===== config.mk =====
export PLATFORM = sky130hd
export DESIGN_NAME = m68k_bus_arbiter
export DESIGN_NICKNAME = d
export VERILOG_FILES = /design/src/rtl/m68k_bus_arbiter.sv
export SDC_FILE = /design/constraint.sdc
export NUM_CORES = 1
export LEC_CHECK = 0
export ABC_AREA = 1
export CAP_MARGIN = 20
export CORE_AREA = 10 10 47 49
export DETAILED_ROUTE_END_ITERATION = 10
export DIE_AREA = 0 0 57 59
export PLACE_DENSITY = 0.48
export SYNTH_ARGS = -nofsm -noshare
export SYNTH_HDL_FRONTEND = slang
export SYNTH_SLANG_ARGS = --single-unit

===== constraint.sdc =====
create_clock -name clk -period 1.1 [get_ports clk]
set_input_delay 0.22 -clock clk [delete_from_list [all_inputs] [get_ports clk]]
set_output_delay 0.22 -clock clk [all_outputs]
set_load 0.02 [all_outputs]

===== src/rtl/m68k_bus_arbiter.sv =====
// m68k_bus_arbiter: hands the 68000 bus to one of BW external masters using the BR/BG/BGACK handshake.
// Define M68K_ARB_RR_EN for round-robin priority; otherwise the lowest requesting index wins.
module m68k_bus_arbiter #(
    parameter int BW = 1
) (
    input  logic          clk,
    input  logic          rst,
    input  logic          cen,
    input  logic [BW-1:0] dev_br,
    input  logic          cpu_BGn,
    input  logic          cpu_ASn,
    input  logic          cpu_DTACKn,
    output logic          cpu_BRn,
    output logic          cpu_BGACKn,
    output logic [BW-1:0] dev_bg
);
    localparam int OW = (BW > 1) ? $clog2(BW) : 1;

    typedef enum logic [1:0] {
        ST_IDLE = 2'd0,
        ST_REQ  = 2'd1,
        ST_OWN  = 2'd2
    } state_t;

    state_t        state_q;
    logic [OW-1:0] owner_q;
    logic [OW-1:0] winner_d;
    logic [OW-1:0] win_off_s;
    logic          br_n_q;
    logic          bgack_n_q;
    logic [BW-1:0] bg_q;
    logic [BW-1:0] br_rot_s;
    logic          bus_free_s;
    logic          owner_req_s;

    // Grant only once the CPU has released the bus and its last cycle is fully over.
    assign bus_free_s  = ~cpu_BGn & cpu_ASn & cpu_DTACKn;
    assign owner_req_s = dev_br[owner_q];

    // Position of the first requester in the (possibly rotated) request vector.
    always_comb begin
        win_off_s = '0;
        for (int k = BW - 1; k >= 0; k--) begin
            if (br_rot_s[k]) begin
                win_off_s = OW'(k);
            end else begin
                win_off_s = win_off_s;
            end
        end
    end

`ifdef M68K_ARB_RR_EN
    logic [OW-1:0]   rr_ptr_q;
    logic [OW-1:0]   rr_ptr_d;
    logic [2*BW-1:0] br_dbl_s;

    assign br_dbl_s = {dev_br, dev_br} >> rr_ptr_q;
    assign br_rot_s = br_dbl_s[BW-1:0];

    // Undo the rotation for the winner and compute the pointer that follows the owner.
    always_comb begin
        int sum_v;
        int nxt_v;
        sum_v = int'(win_off_s) + int'(rr_ptr_q);
        nxt_v = int'(owner_q) + 1;
        if (sum_v >= BW) begin
            winner_d = OW'(sum_v - BW);
        end else begin
            winner_d = OW'(sum_v);
        end
        if (nxt_v >= BW) begin
            rr_ptr_d = '0;
        end else begin
            rr_ptr_d = OW'(nxt_v);
        end
    end

    // Round-robin pointer moves past the owner the moment it takes the bus.
    always_ff @(posedge clk) begin
        if (rst) begin
            rr_ptr_q <= '0;
        end else if (cen && (state_q == ST_REQ) && owner_req_s && bus_free_s) begin
            rr_ptr_q <= rr_ptr_d;
        end else begin
            rr_ptr_q <= rr_ptr_q;
        end
    end
`else
    assign br_rot_s = dev_br;
    assign winner_d = win_off_s;
`endif

    // Arbitration FSM with registered handshake outputs.
    always_ff @(posedge clk) begin
        if (rst) begin
            state_q   <= ST_IDLE;
            owner_q   <= '0;
            br_n_q    <= 1'b1;
            bgack_n_q <= 1'b1;
            bg_q      <= '0;
        end else if (cen) begin
            case (state_q)
                ST_IDLE: begin
                    if (|dev_br) begin
                        owner_q <= winner_d;
                        br_n_q  <= 1'b0;
                        state_q <= ST_REQ;
                    end else begin
                        state_q <= ST_IDLE;
                    end
                end
                ST_REQ: begin
                    // A withdrawn request wins over a simultaneous grant.
                    if (!owner_req_s) begin
                        br_n_q  <= 1'b1;
                        state_q <= ST_IDLE;
                    end else if (bus_free_s) begin
                        br_n_q    <= 1'b1;
                        bgack_n_q <= 1'b0;
                        bg_q      <= BW'(1'b1) << owner_q;
                        state_q   <= ST_OWN;
                    end else begin
                        state_q <= ST_REQ;
                    end
                end
                ST_OWN: begin
                    if (!owner_req_s) begin
                        bgack_n_q <= 1'b1;
                        bg_q      <= '0;
                        state_q   <= ST_IDLE;
                    end else begin
                        state_q <= ST_OWN;
                    end
                end
                default: begin
                    state_q   <= ST_IDLE;
                    owner_q   <= '0;
                    br_n_q    <= 1'b1;
                    bgack_n_q <= 1'b1;
                    bg_q      <= '0;
                end
            endcase
        end else begin
            state_q <= state_q;
        end
    end

    assign cpu_BRn    = br_n_q;
    assign cpu_BGACKn = bgack_n_q;
    assign dev_bg     = bg_q;

endmodule


# After elaboration in Yosys (flattened, before gate mapping)
# Index checks and enable logic that the tools add are counted.
[totals]
register_bits = 6
in_bits = 7
[op_classes]
order_cmp = 1
eq_ne = 7
shifts = 1
muxes = 19
bitwise = 6
n_reduce_logical = 5
[op_table]
columns = ["op", "n"]
rows = [
  ["$mux 1", 11],
  ["$pmux 1 s3", 3],
  ["$ne 2x2->1 const B", 4],
  ["$mux 2", 3],
  ["$pmux 2 s3", 1],
  ["$reduce_and 5->1", 1],
  ["$not 1->1", 4],
  ["$reduce_and 4->1", 1],
  ["$ne 3x3->1 const B", 1],
  ["$reduce_and 3->1", 1],
  ["$and 1x1->1", 2],
  ["$eq 2x1->1 const B", 1],
  ["$eq 2x2->1 const B", 1],
  ["$logic_not 2->1", 1],
  ["$pmux 1 s2", 1],
  ["$reduce_or 2->1", 1],
  ["$lt 1x1->1 const B", 1],
  ["$shl 1x1->1 const A", 1],
]

# Longest topological paths before layout
# Gate-level depths: netlist of run 1.
[depth]
ltp_word = 6
ltp_mapped = 6
mapped_depth_nobuf = 6

# Worst setup path after synthesis of run 1
# OpenSTA, ideal clock, no wires.
[synth_path]
kind = "register to register"
startpoint = "reg state_q[0]"
endpoint = "reg br_n_q (netlist: cpu_BRn)"
t_arrival_ps = 797
setup_slack_ps = 182
stages_incl_launch_ff = 6
n_path_buf = 0
period_less_slack_ps = 918
cell_sequence = "dfxtp_1 inv_2 nor2_4 nand3_1 nand3_1 nand3_1"
[synth_via]
elab_chain_cells = 3
word_cells_on_any_way = 8
[synth_lines]
columns = ["item", "line_no", "source"]
rows = [
  ["start, declared", "25", "state_t state_q;"],
  ["start signal, assigned", "144", "state_q <= state_q;"],
  ["$eq 2x1->1 (tied with other cells)", "102", "case (state_q)"],
  ["$ne 3x3->1 (no source line) (tied with other cells)", "-", ""],
  ["$reduce_and 4->1 (no source line)", "-", ""],
  ["end signal, assigned", "98", "br_n_q <= 1'b1;"],
  ["end signal, assigned", "106", "br_n_q <= 1'b0;"],
  ["end signal, assigned", "115", "br_n_q <= 1'b1;"],
  ["end, declared", "29", "logic br_n_q;"],
]
# Several ways; a longest one is shown, not always the timed one.
# A chain may end at the register's enable or synchronous reset.

# Worst setup path after layout of run 1
[layout_path]
startpoint = "reg bg_q (netlist: dev_bg)"
endpoint = "out dev_bg"
[layout_rtl]
columns = ["item", "line_no", "source"]
rows = [
  ["start, declared", "31", "logic [BW-1:0] bg_q;"],
  ["start signal, assigned", "120", "bg_q <= BW'(1'b1) << owner_q;"],
  ["end, declared", "15", "output logic [BW-1:0] dev_bg"],
]
# No word-level cell between the ends.

==> results of run 1 <==
-- power by group through the flow --
stage	Sequential, W	Combinational [W]	Clock [W]
2_1_floorplan	0.000215	0.0000455	0
3_3_place_gp	0.000210	0.000105	0
3_5_place_dp	0.000209	0.000105	0
4_1_cts	0.000206	0.000103	0.000226
5_1_grt	0.000210	0.000113	0.000239
6_report	0.000206	0.0000997	0.000218
-- routing by layer --
metal | global-route usage, % | routed length, um | vias up | share of wire [%]
met5 | 0 | 0 | - | 0
met4 | 4.03 | 6 | 0 | 0.90
met3 | 4.72 | 74 | 2 | 11
met2 | 4.81 | 283 | 9 | 42
met1 | 4.63 | 307 | 122 | 46
li1 | - | - | 164 | -
-- final cells by class --
type / instances / share of cell area, %
Multi-Input combinational cell: 27 / 33.2
Timing Repair Buffer: 12 / 26.5
Clock buffer: 4 / 6.18
Inverter: 6 / 5.29
Sequential cell: 5 / 24.1
Tap cell: 16 / 4.71
-- state kept, by name, summed over array words and instances, names as in the netlist --
register    count
state_q         2
cpu_BGACKn      1
cpu_BRn         1
dev_bg          1
-- cells in the mapped netlist --
master and instances:
nand3_1 9, nand2_1 6, dfxtp_1 5, inv_1 5, o21ai_0 3, a31oi_1 2, nor2_1 2, a21oi_1 1
a21oi_2 1, clkbuf_4 1, inv_2 1, nand4_1 1, nor2_4 1, o211ai_1 1
-- how the worst max path moves through the flow --
stage                     from          to  slack (ps)  depth (start not counted)
CTS                    cpu_BRn     cpu_BRn          40                          1
finish                  dev_bg      dev_bg          50                          1
floorplan           state_q[0]     cpu_BRn         180                          5
global placement        dev_br      dev_bg        -190                          7
detailed placement      dev_br      dev_bg        -200                          7
global route        cpu_BGACKn  cpu_BGACKn           9                          1
-- cells by family after synthesis --
group / after synthesis / share of synthesized area (%)
AO/OA/AOI/OAI: 8 / 18.0
buffers and inverters: 7 / 11.1
flip-flops: 5 / 36.9
AND/OR/NAND/NOR: 19 / 34.1
-- repair_timing --
item / CTS / global route
buffers inserted: 0 / 0
resized for setup: 9 / 4
hold buffers: 0 / 0
endpoints found under the setup margin: 3 / 4
-- metrics by stage --
stage	power [W]	cell area, um2	hold slack, ps
final	0.000524	425	404
after detailed placement	0.000314	397	451
after CTS	0.000535	427	460
after global routing	0.000562	425	441
after floorplan	0.000261	272	282
after global placement	0.000314	397	444
-- worst register-to-register path, stage by stage (launching register included) --
cell and delay [ps]:
dfxtp_2 370, inv_2 70, nor2_4 110, nand3_1 140, nand3_1 90, nand3_1 70
==> results.txt, run 1 <==
Nets = 62
Slowest cell delay on critical path = 320 ps
Syn Inst Count = 39
Most common cell after layout, fill and taps aside = nand3_1
Full die area = 0.00336 mm2
Clk_lat worst skew = 240 ps
Hold EP = cpu_BGACKn
RePlAce Congestion = 0.801
Run status = complete, no violations
Die Wd = 57 um
Crit path required time = 880 ps
Clock Path Buffers = 2
Gate power share = 19.0%
Most used cells in the layout excluding fill and tap cells = nand3_1 (9), nand2_1 (6), inv_1 (5), clkdlybuf4s50_1 (5)
N_diodes = 0
CTS Root Cell = clkbuf_4
Fin. Hold Viols = 0
Largest net degree at the start of global routing = 8
Vias in the first global route = 262
Sw frac = 27.0%
Avg Cell Area, Syn = 6.96 um2
Gr usage total = 4.49%
CP startpoint kind = register
Vias per cell = 4.24
DP Worst Slack = -199 ps
Port bufs = 9
First-pass GRT wire length = 1120 um
Area contributors post-synth = dfxtp_1 (37%), nand3_1 (17%), nand2_1 (8.3%)
Minimum clock period after layout = 1050 ps
Layout Skew = 0.272 ps
Slew HR = 89.7%
Number of CTS-inserted buffers = 3
CTS tree = built
Pint = 0.000383 W
Slew Limit Fails = 0
Yosys top cell by area = dfxtp_1
DR iter-0 viols = 9
Area of the multi-input gates = 141 um2
Initial core utilization = 19.4%
Clk pwr share = 41.6%
DRC viols = 0
Sum Neg Setup Slack = 0 ps
RR Endpoint = cpu_BRn
Core Area = 0.00140 mm2
CP endpoint kind = primary output
FF+latch area = 103 um2
Number of antenna-violating nets in the routed design = 0
Switching Power = 0.000141 W
Pre-antenna DRT Iters = 4
VDD IR-drop max = 424 uV
R2R setup slack = 130 ps
Final period util = 95.1%
Fin cells = 70
Antenna violations before repair = 0
Total global routing overflow = 0
Layout cells sized above 1 = 25.9%
Buf+Inv Stages, Crit Path = 1
Worst slew pin tran = 153 ps
Reg clk slew, reported paths = 40 ps
Fin util = 30.4%
Synth top area share = 36.9%
Fillers = 168
Max-cap check violation count = 0
Setup ws final = 53.6 ps
Synthesized net count = 46
H-Tree Depth = 1
Area grow syn2layout = 56.7%
RR Startpoint = state_q[0]
Seq cells post-synth = 5
Via Count = 297
Netlist cell types = 14
Flop pwr share = 39.4%
CP cell instances = clkdlybuf4s15_2
Hold_sp = dev_br
Power per Cell Area = 1230 mW/mm2
HP Class = in2reg
Synth warn = 0
Average routed wire per standard cell = 9.57 um
Crit Path Max Fanout = 2
Detailed Route WL = 670 um
WHS Path Cells = 4
# setup viols final = 0
Placed Cells = 66
IO Count = 10
Max Freq = 956 MHz
CTS sink cnt = 5
Reg2reg path depth = 5
Crit path max-delay family = flip-flops
Post-synthesis sequential area ratio = 36.9%
Cell Area, Synth = 272 um2
CP max-delay cell = dfxtp_1
RSZ-0062 raised after global routing = false
CP Class = reg2out
Die Y = 59 um
Leakage = 0.190 nW
Num rows = 14
Arrival @ worst endpoint = 830 ps
Note: power is estimated with default switching activity, not from simulation.
==> run 2, diff against run 1 <==
--- a/config.mk
+++ b/config.mk
@@ -10,6 +10,7 @@
 export CORE_AREA = 10 10 47 49
 export DETAILED_ROUTE_END_ITERATION = 10
 export DIE_AREA = 0 0 57 59
+export HOLD_SLACK_MARGIN = 0.05
 export PLACE_DENSITY = 0.48
 export SYNTH_ARGS = -nofsm -noshare
 export SYNTH_HDL_FRONTEND = slang
==> results of run 2 <==
Same layout as run 1: the final DEF is identical, and so are final timing and power.
==> run 3, diff against run 2 <==
--- a/config.mk
+++ b/config.mk
@@ -5,13 +5,12 @@
 export SDC_FILE = /design/constraint.sdc
 export NUM_CORES = 1
 export LEC_CHECK = 0
-export ABC_AREA = 1
 export CAP_MARGIN = 20
 export CORE_AREA = 10 10 47 49
 export DETAILED_ROUTE_END_ITERATION = 10
 export DIE_AREA = 0 0 57 59
 export HOLD_SLACK_MARGIN = 0.05
-export PLACE_DENSITY = 0.48
+export PLACE_DENSITY = 0.44
 export SYNTH_ARGS = -nofsm -noshare
 export SYNTH_HDL_FRONTEND = slang
 export SYNTH_SLANG_ARGS = --single-unit
==> run 3 against run 2 <==
Net effect: clock power is 2% lower; setup slack got worse by 12 ps; count of clock-buffer cells in the layout unchanged; critical endpoint is now state_q[0]; combinational power fell by 38%; via count shrank 18%; synthesized cell count decreased by 36%.
==> results.txt, run 3 <==
RR Startpoint = state_q[1]
Total global routing overflow = 0
Average routed wire per standard cell = 11.9 um
Post-Place Cell Area = 342 um2
Max reg flops = 2
DPL Wire Length = 535 um
Adder-cell area share of the yosys netlist = 0%
CP cell instances = clkdlybuf4s50_1 -> inv_1 -> a32o_1
Minimum clock period after layout = 1060 ps
Setup crit end = state_q[0]
Crit path max-delay family = buffers and inverters
Sum Neg Setup Slack = 0 ps
Post-CTS Hold Buffers = 0
EDFF count, synth = 0
Fin. Hold Viols = 0
CP max-delay cell = clkdlybuf4s50_1
Most used cells in the layout excluding fill and tap cells = inv_1 (4), dfxtp_1 (4), dlymetal6s2s_1 (4), clkbuf_4 (3)
Cell with the most instances after synthesis = dfxtp_1
Gr usage total = 4.60%
Run status = complete, no violations
Reg2reg path depth = 4
Area grow syn2layout = 70.9%
DP Worst Slack = -278 ps
CP startpoint kind = primary input
Number of CTS-inserted buffers = 3
Synth cell count leaders = dfxtp_1 (5), inv_1 (4), a21oi_1 (2), nand2_1 (2)
Arrival @ worst endpoint = 1190 ps
R2R setup slack = 130 ps
RR Endpoint = cpu_BRn
Max-cap check violation count = 0
Via Count = 244
Setup ws final = 41.8 ps
VDD IR-drop max = 492 uV
Reg clk slew, reported paths = 50 ps
Area contributors post-synth = dfxtp_1 (45%), inv_1 (6.7%), a21oi_1 (4.5%)
Initial core utilization = 16.0%
Buf+Inv Stages, Crit Path = 2
Number of antenna-violating nets in the routed design = 0
H-Tree Depth = 1
Vias in the first global route = 244
Leakage = 0.219 nW
First-pass GRT wire length = 1150 um
Synth Area in Simple Gates = 25.7%
Core Area = 0.00140 mm2
Crit path depth = 3
Slowest cell delay on critical path = 610 ps
Nets = 48
Synth warn = 0
Fin cells = 56
Main combinational cell family by area after synthesis = simple AND/OR/NAND/NOR gates
Final period util = 96.2%
Launch point of the critical path = rst
Slew Limit Fails = 0
Crit Path Max Fanout = 5
Power per Cell Area = 1220 mW/mm2
Worst slew pin tran = 261 ps
Synthesized net count = 32
Post-synthesis sequential area ratio = 44.7%
CP endpoint kind = register
Clock Path Buffers = 2
Layout Skew = 0.928 ps
# setup viols final = 0
Compound-Gate Fraction of Synth Area = 22.9%
CTS Root Cell = clkbuf_4
DRC viols = 0
Port bufs = 9
Post-synthesis mux area share = 0%
Async set or reset register ratio after synthesis = 0%
CTS sink cnt = 5
N_diodes = 0
Avg Cell Area, Syn = 8.96 um2
Clk_lat worst skew = 240 ps
Die Y = 59 um
Fillers = 155
Largest net degree at the start of global routing = 6
Seq cells post-synth = 5
Crit path required time = 1230 ps
Die Wd = 57 um
HP Class = in2reg
Layout cells sized above 1 = 25.0%
Syn Inst Count = 25
CP Class = in2reg
Max Freq = 945 MHz
DR iter-0 viols = 6
Vias per cell = 4.36
Largest Register = state_q
Antenna violations before repair = 0
Full die area = 0.00336 mm2
Yosys top cell by area = dfxtp_1
Post-synthesis xor/xnor area fraction = 0%
RePlAce Congestion = 0.818
Pre-antenna DRT Iters = 4
Ys flop type = dfxtp_1
CTS tree = built
Num rows = 14
Detailed Route WL = 668 um
Placed Cells = 51
IO Count = 10
Design area = 383 um2
Synth top area share = 44.7%
Cell Area, Synth = 224 um2
Slew HR = 82.5%
Fin util = 27.3%
RSZ-0062 raised after global routing = false
Netlist cell types = 16
==> run 3: how the worst min path moves through the flow <==
stage	start	to	slack, ps	cells past startpoint
after CTS	cpu_BGACKn	cpu_BGACKn	440	2
after global routing	dev_br	cpu_BRn	400	4
final	dev_br	cpu_BRn	380	4
after floorplan	rst	cpu_BRn	330	2
after global placement	dev_bg	dev_bg	440	1
after detailed placement	cpu_BGACKn	cpu_BGACKn	440	2
==> run 3: worst register-to-register path, delay by kind of cell (launching register included) <==
| kind | cells | cell delay (ps) |
|---|---|---|
| and+or+nand+nor | 3 | 340 |
| buffers and inverters | 1 | 180 |
| DFF | 1 | 320 |
==> run 3: repair_timing <==
| item | in CTS | in global routing |
|---|---|---|
| setup buffers | 1 | 0 |
| pin swaps | 2 | 3 |
| gates resized for setup | 11 | 7 |
| setup endpoints to repair | 6 | 6 |
==> run 3: through the flow <==
| stage | hold slack, ps | total power (W) |
|---|---|---|
| after floorplan | 332 | 0.000217 |
| after global placement | 437 | 0.000257 |
| after detailed placement | 440 | 0.000259 |
| after CTS | 444 | 0.000489 |
| after global routing | 402 | 0.000512 |
| final | 384 | 0.000468 |
==> run 3: layout make-up <==
class	count	area [um2]	area share, %
clock buffer	4	26.3	6.86
inverter	4	15.0	3.92
tap	16	20.0	5.23
sequential	5	101	26.5
timing repair buffer	11	105	27.5
multi-input combinational	16	115	30.1
==> run 3: layer usage <==
metal / routed length (um) / track usage (%) / vias to the layer above
met5: 0 / 0 / -
met4: 0 / 4.03 / 0
met3: 103 / 3.65 / 0
met2: 254 / 5.74 / 10
met1: 310 / 4.81 / 112
li1: - / - / 122
==> run 3: power by group <==
part	internal, W	switching, W	leakage [nW]	total [W]
logic	0.0000327	0.0000288	0.163	0.0000616
registers	0.000188	0.00000407	0.0411	0.000192
clock network	0.000137	0.0000769	0.0150	0.000214
total	0.000358	0.000110	0.219	0.000468
==> run 3: kinds of logic (layout without fill, tap and decap cells) <==
group,count (synthesis),after routing
AOI/OAI and AO/OA,7,7
buffers and inverters,4,19
DFF,5,5
and+or+nand+nor,9,9
